**src/rtl/bidir_pad_sequencer.sv**
```systemverilog
// Two-requester serial transfer sequencer for one bidirectional IO pad.
// Define IN_REG_EN to register pad_i before the shift register (read XFER +1 cycle).
module bidir_pad_sequencer #(
    parameter int DATA_W   = 8,
    parameter int TURN_CYC = 2
) (
    input  logic                clk,
    input  logic                rst_n,
    input  logic [1:0]          req,
    input  logic [1:0]          wr,
    input  logic [2*DATA_W-1:0] wdata,
    output logic [1:0]          gnt,
    output logic [1:0]          done,
    output logic [DATA_W-1:0]   rdata,
    output logic                busy,
    output logic                pad_o,
    output logic                pad_t,
    input  logic                pad_i
);

    localparam int CW = $clog2(DATA_W + 1);
    localparam logic [CW-1:0] WLAST = CW'(DATA_W - 1);
`ifdef IN_REG_EN
    localparam logic [CW-1:0] RLAST = CW'(DATA_W);
`else
    localparam logic [CW-1:0] RLAST = CW'(DATA_W - 1);
`endif
    localparam logic [3:0] TLAST = 4'(TURN_CYC - 1);

    typedef enum logic [1:0] {IDLE, TURN, XFER, DONE} state_e;

    state_e            state_q, state_d;
    logic              owner_q, owner_d;
    logic              dir_q, dir_d;
    logic              last_dir_q, last_dir_d;
    logic              rr_q, rr_d;
    logic [DATA_W-1:0] shift_q, shift_d;
    logic [DATA_W-1:0] rdata_q, rdata_d;
    logic [CW-1:0]     bcnt_q, bcnt_d;
    logic [3:0]        tcnt_q, tcnt_d;
    logic [1:0]        gnt_q, gnt_d;
    logic [1:0]        done_q, done_d;
    logic              busy_q, busy_d;
    logic              pad_o_q, pad_o_d;
    logic              pad_t_q, pad_t_d;
    logic              pad_in;
    logic              sample;

`ifdef IN_REG_EN
    logic pad_q;

    always_ff @(posedge clk or negedge rst_n) begin
        if (!rst_n) pad_q <= 1'b0;
        else        pad_q <= pad_i;
    end

    // First read XFER cycle only primes the input flop.
    assign pad_in = pad_q;
    assign sample = (bcnt_q != '0);
`else
    assign pad_in = pad_i;
    assign sample = 1'b1;
`endif

    always_ff @(posedge clk or negedge rst_n) begin
        if (!rst_n) begin
            state_q    <= IDLE;
            owner_q    <= 1'b0;
            dir_q      <= 1'b0;
            last_dir_q <= 1'b0;
            rr_q       <= 1'b0;
            shift_q    <= '0;
            rdata_q    <= '0;
            bcnt_q     <= '0;
            tcnt_q     <= '0;
            gnt_q      <= '0;
            done_q     <= '0;
            busy_q     <= 1'b0;
            pad_o_q    <= 1'b0;
            pad_t_q    <= 1'b1;
        end else begin
            state_q    <= state_d;
            owner_q    <= owner_d;
            dir_q      <= dir_d;
            last_dir_q <= last_dir_d;
            rr_q       <= rr_d;
            shift_q    <= shift_d;
            rdata_q    <= rdata_d;
            bcnt_q     <= bcnt_d;
            tcnt_q     <= tcnt_d;
            gnt_q      <= gnt_d;
            done_q     <= done_d;
            busy_q     <= busy_d;
            pad_o_q    <= pad_o_d;
            pad_t_q    <= pad_t_d;
        end
    end

    always_comb begin
        state_d    = state_q;
        owner_d    = owner_q;
        dir_d      = dir_q;
        last_dir_d = last_dir_q;
        rr_d       = rr_q;
        shift_d    = shift_q;
        rdata_d    = rdata_q;
        bcnt_d     = bcnt_q;
        tcnt_d     = tcnt_q;
        unique case (state_q)
            IDLE: begin
                if (req != 2'b00) begin
                    owner_d = (req == 2'b11) ? rr_q : req[1];
                    rr_d    = ~owner_d;
                    dir_d   = wr[owner_d];
                    shift_d = owner_d ? wdata[2*DATA_W-1:DATA_W]
                                      : wdata[DATA_W-1:0];
                    bcnt_d  = '0;
                    tcnt_d  = '0;
                    if (dir_d != last_dir_q && TURN_CYC > 0) state_d = TURN;
                    else                                     state_d = XFER;
                end
            end
            TURN: begin
                if (tcnt_q == TLAST) state_d = XFER;
                else                 tcnt_d  = tcnt_q + 4'd1;
            end
            XFER: begin
                // Writes drain LSB first; reads fill from the top.
                if (dir_q) begin
                    shift_d = shift_q >> 1;
                end else if (sample) begin
                    shift_d = shift_q >> 1;
                    shift_d[DATA_W-1] = pad_in;
                end
                if (bcnt_q == (dir_q ? WLAST : RLAST)) begin
                    state_d = DONE;
                    if (!dir_q) rdata_d = shift_d;
                end else begin
                    bcnt_d = bcnt_q + 1'b1;
                end
            end
            DONE: begin
                last_dir_d = dir_q;
                state_d    = IDLE;
            end
        endcase
    end

    always_comb begin
        gnt_d  = '0;
        done_d = '0;
        if (state_q == IDLE && state_d != IDLE) gnt_d[owner_d] = 1'b1;
        if (state_d == DONE) done_d[owner_q] = 1'b1;
        busy_d  = (state_d != IDLE);
        pad_t_d = !(state_d == XFER && dir_d);
        pad_o_d = (state_d == XFER && dir_d) ? shift_d[0] : 1'b0;
    end

    assign gnt   = gnt_q;
    assign done  = done_q;
    assign rdata = rdata_q;
    assign busy  = busy_q;
    assign pad_o = pad_o_q;
    assign pad_t = pad_t_q;

endmodule

```
**config.mk**
```make
export PLATFORM = sky130hd
export DESIGN_NAME = bidir_pad_sequencer
export DESIGN_NICKNAME = d
export VERILOG_FILES = /design/src/rtl/bidir_pad_sequencer.sv
export SDC_FILE = /design/constraint.sdc
export NUM_CORES = 1
export LEC_CHECK = 0
export CAP_MARGIN = 10
export CORE_ASPECT_RATIO = 0.9
export CORE_MARGIN = 2
export CORE_UTILIZATION = 30
export DETAILED_ROUTE_END_ITERATION = 8
export PLACE_DENSITY = 0.54
export SETUP_SLACK_MARGIN = 0.02
export SLEW_MARGIN = 5
export SYNTH_ARGS = -nofsm -noshare
export SYNTH_HDL_FRONTEND = slang
export SYNTH_SLANG_ARGS = --single-unit
export TNS_END_PERCENT = 20
```
**constraint.sdc**
```tcl
create_clock -name clk -period 3 [get_ports clk]
set_input_delay 0.6 -clock clk [delete_from_list [all_inputs] [get_ports clk]]
set_output_delay 0.6 -clock clk [all_outputs]
set_load 0.02 [all_outputs]
```
## Word level (Yosys, flattened, before mapping)

Index checks and enable logic that the tools add are counted.
W data, S select, Z words.

- Register bits after elaboration: 37
- Word-level logic and storage cells: 79

- Multiplexer cells: 28
- Order comparisons: 5
- Reductions and logical operators: 15
- $add $sub $neg: 2
- Equal/unequal tests: 12
- Bitwise logic cells: 2

Operator list:

| operator | count |
|---|---|
| $mux W8 | 3 |
| $pmux W4 S2 | 2 |
| $pmux W8 S2 | 1 |
| $mux W2 | 6 |
| $mux W4 | 3 |
| $eq A2 B2 Y1 const B | 5 |
| $mux W1 | 10 |
| $reduce_and A3 Y1 | 3 |
| $add A4 B1 Y4 const B | 2 |
| $pmux W2 S4 | 1 |
| $reduce_bool A2 Y1 | 4 |
| $lt A1 B2 Y1 const B | 3 |
| $ne A2 B2 Y1 const B | 3 |
| $eq A4 B1 Y1 const B | 1 |
| $eq A4 B3 Y1 const B | 1 |
| $logic_and A1 B1 Y1 | 4 |
| $reduce_and A2 Y1 | 2 |
| $demux W1 S1 | 2 |
| $eq A2 B1 Y1 const B | 1 |
| $ge A1 B1 Y1 const B | 2 |
| $logic_not A2 Y1 | 1 |
| $not A1 Y1 | 2 |
| $logic_not A1 Y1 | 1 |
| $ne A1 B1 Y1 | 1 |

## Logic depth before layout (Yosys ltp)

- Depth in word-level cells: 11
- Depth in mapped cells: 7
- Depth with buffers taken out: 7

## Least setup slack after synthesis

Ideal clock, no wire load.

- Kind: input -> register
- Start point: input req[0]
- End point: register state_q[0]
- Stages on the path: 6
- Library setup time: 0.124 ns
- Required time: 2.876 ns
- Path slack: 1.358 ns
- Data arrival time: 1.518 ns
- Cells stage by stage: inv_1 -> o21ai_2 -> buf_6 -> mux2i_4 -> xnor2_1 -> a211o_1

- Word-level cells in the longest chain between the ends: 8
- Elaborated cells on any way between the ends: 9
- Classes of those cells: eq/ne (2); mux (6); reduce/logical (1)

RTL lines:

| element | RTL line | RTL |
|---|---|---|
| start, declared | 9 | `input logic [1:0] req,` |
| $eq A2 B2 Y1 | 112 | `owner_d = (req == 2'b11) ? rr_q : req[1];` |
| $mux W1 | 112 |  |
| $mux W1 (not written as such) (2 in series) | 114 | `dir_d = wr[owner_d];` |
| $ne A1 B1 Y1 | 119 | `if (dir_d != last_dir_q && TURN_CYC > 0) state_d = TURN;` |
| $mux W2 | 119 |  |
| $mux W2 * | 111 | `if (req != 2'b00) begin` |
| $pmux W2 S4 * | 109 | `unique case (state_q)` |
| net state_d[0] | 32 | `state_e state_q, state_d;` |
| end signal, assigned | 82 | `state_q <= state_d;` |
| end, declared | 32 |  |

Mark *: on every way through the listed nets, which the timed path passes. The rest lies on a longest branch. The select of a mux whose other input is x is not followed.
A chain may end at the register's enable or synchronous reset.

## Worst setup path in the final report

Ends and elaborated chain as after synthesis.

==> impl_metrics.json <==
{
  "cts_setup_buffers": 0,
  "start_util_pct": 30.6,
  "relSlewSlack_pct": 50.4,
  "worst_pin_slew_ns": 0.743,
  "syn_area_mm2": 0.00170,
  "cts_buffer_depth": 2,
  "nets": 210,
  "ant_nets": 0,
  "cts_hold_buf": 0,
  "io_buffers": 37,
  "path_max_fanout": 5,
  "grt_pass1_wl_um": 5930,
  "p_total_mw": 1.92,
  "reg2reg_depth": 4,
  "min_period_ns": 2.09,
  "synthCells": 143,
  "postRouteWirelength_um": 3530,
  "holdPathEnd": "done[0]",
  "maxSlewViolCount": 0,
  "crit_type": "primary input to flip-flop",
  "fmax_ghz": 0.479,
  "synth_nets": 169,
  "status": "complete, no violations",
  "synthTopCellsByArea": "dfrtp_1, mux2_2, mux2i_1",
  "die_w_um": 83.4,
  "fin_tns_setup_ns": 0,
  "grtUsageTotal_pct": 12.1,
  "drc_errors": 0,
  "fin_skew_ns": 0.00271,
  "num_io_pins": 38,
  "antenna_cells": 0,
  "drive_above_1_share_pct": 13.5,
  "hp-start": "owner_q",
  "yosysSeqAreaShare_pct": 54.5,
  "r2r-start": "state_q[1]",
  "end_kind": "flip-flop",
  "first_pass_iters": 4,
  "synth_area_per_cell_um2": 11.9,
  "via_per_inst": 4.82,
  "p_per_area_mw_per_mm2": 863,
  "synthTopCellsByCount": "dfrtp_1, a21oi_1, nor2_1",
  "gp_congestion": 0.718,
  "numCtsBuffers": 5,
  "synth_most_common_cell": "dfrtp_1",
  "setup-violations-final": 0,
  "hold_viol": 0,
  "crit_arrival_ns": 2.26,
  "grt_overflow": 0,
  "yosysTopAreaCell": "dfrtp_1",
  "clock_latency_ns": 0.28,
  "antenna_found_initial": 0,
  "syn_to_final_growth_pct": 30.5,
  "die_y_um": 75.5,
  "first_iter_violations": 48,
  "hold_path_depth": 1,
  "core_area_mm2": 0.00556,
  "dieArea_mm2": 0.00629,
  "critPathRequiredTime_ns": 3.17,
  "synth_edf_count": 0,
  "cp_slowest_cell": "clkdlybuf4s50_1",
  "htreeDepth": 2,
  "peakVddDrop_uv": 300,
  "startpoint_type": "primary input",
  "max_stage_delay_ns": 0.54,
  "rows": 26,
  "period_share_pct": 69.6,
  "synth-async-reset-ratio_pct": 100,
  "hpwl_um": 2500,
  "yosys_register_bits": 37,
  "path_clk_slew_ns": 0.07,
  "hp-class": "flip-flop to flip-flop",
  "num_vias": 1229,
  "synth_cell_types": 39,
  "rsz0062_at_grt": "false",
  "r2r_slack_ns": 0.94,
  "synth.top_cell.area_share_pct": 52.9,
  "yosysWarnings": 0,
  "ctsResizeCount": 0,
  "clock_sinks": 37,
  "cts_tree": "done",
  "ys_dominant_reg_cell": "dfrtp_1",
  "crit_chain": "clkdlybuf4s50_1, inv_1, o21ai_2, mux2i_4, xnor2_1, a211o_1",
  "cap_violations": 0,
  "wl_per_cell_um": 13.8,
  "grt_pass1_vias": 1269,
  "p_leak_nw": 0.994,
  "r2r_end": "rdata[5]",
  "grt_max_degree": 38,
  "root_buffer": "clkbuf_8"
}
registers in the layout, summed over array words and instances (netlist names):
register / flops
owner_q: 1
rr_q: 1
pad_t: 1
dir_q: 1
shift_q: 8
gnt: 2
busy: 1
pad_o: 1
last_dir_q: 1
bcnt_q: 4
done: 2
rdata: 8
state_q: 2
tcnt_q: 4
metrics by stage:
stage | worst slack [ns] | hold slack (ns) | util, % | cells | instance area [um^2]
floorplan | 1.36 | 0.304 | - | 143 | 1700
global placement | 0.657 | 0.443 | 38.5 | 247 | 2140
detailed placement | 0.609 | 0.446 | 38.5 | 247 | 2140
CTS | 0.909 | 0.455 | 39.9 | 255 | 2220
global route | 0.785 | 0.488 | 39.9 | 255 | 2220
finish | 0.912 | 0.453 | 39.9 | 255 | 2220
power by group:
part           internal (mW)  total, mW  switching [mW]
clock network          0.165      0.331           0.166
registers              0.680      0.831           0.151
logic                  0.354      0.755           0.400
total                   1.20       1.92           0.717
cell usage in the layout (no fill, tap or decap), drive strengths merged, types with 2 or more instances in the layout:
master,count
nand2,9
a21o,3
nor2,11
dfrtp,36
inv,2
nor3b,2
mux2,9
ha,3
o22ai,7
nor3,6
nor2b,3
o21ai,5
nand4,2
a21oi,10
nand3,2
xor2,2
clkdlybuf4s50,37
a22o,2
mux2i,9
buf,3
clkbuf,8
worst max-delay path: cells and delay by family:
family / cells / cell delay [ns]
compound gates: 2 / 0.62
buf+inv: 2 / 0.61
mux: 1 / 0.33
xor+xnor: 1 / 0.10
layer usage:
metal / wire length [um] / GRT usage [%]
met3: 203 / 3.90
met5: 0 / 0
met1: 1690 / 15.2
met2: 1580 / 19.4
met4: 57 / 5.46
kinds of logic (layout without fill, tap and decap cells):
group / Yosys count / count (layout) / synth area share (%)
AND/OR/NAND/NOR: 42 / 42 / 14.7
flip-flops: 37 / 37 / 54.5
AO/OA/AOI/OAI: 32 / 32 / 12.2
multiplexers: 18 / 18 / 12.0
buffers and inverters: 8 / 50 / 2.87
adder cells (fa/ha/maj): 3 / 3 / 2.21
XOR/XNOR: 3 / 3 / 1.54
cell type report:
| class | count | area (um^2) |
|---|---|---|
| Clock buffer | 8 | 80.1 |
| Tap cell | 70 | 87.6 |
| Fill cell | 544 | 3340 |
| Multi-Input combinational cell | 98 | 726 |
| Timing Repair Buffer | 40 | 393 |
| Inverter | 2 | 7.51 |
| Sequential cell | 37 | 927 |
worst max path at each step:
stage,from,endpoint,slack [ns]
5_1_grt,state_q[1],rdata[1],0.78
2_1_floorplan,req[0],state_q[0],1.36
6_report,req[0],state_q[0],0.91
4_1_cts,req[0],state_q[0],0.91
3_3_place_gp,req[0],state_q[0],0.66
3_5_place_dp,req[0],state_q[0],0.61
Power figures use the tool's default switching activity.
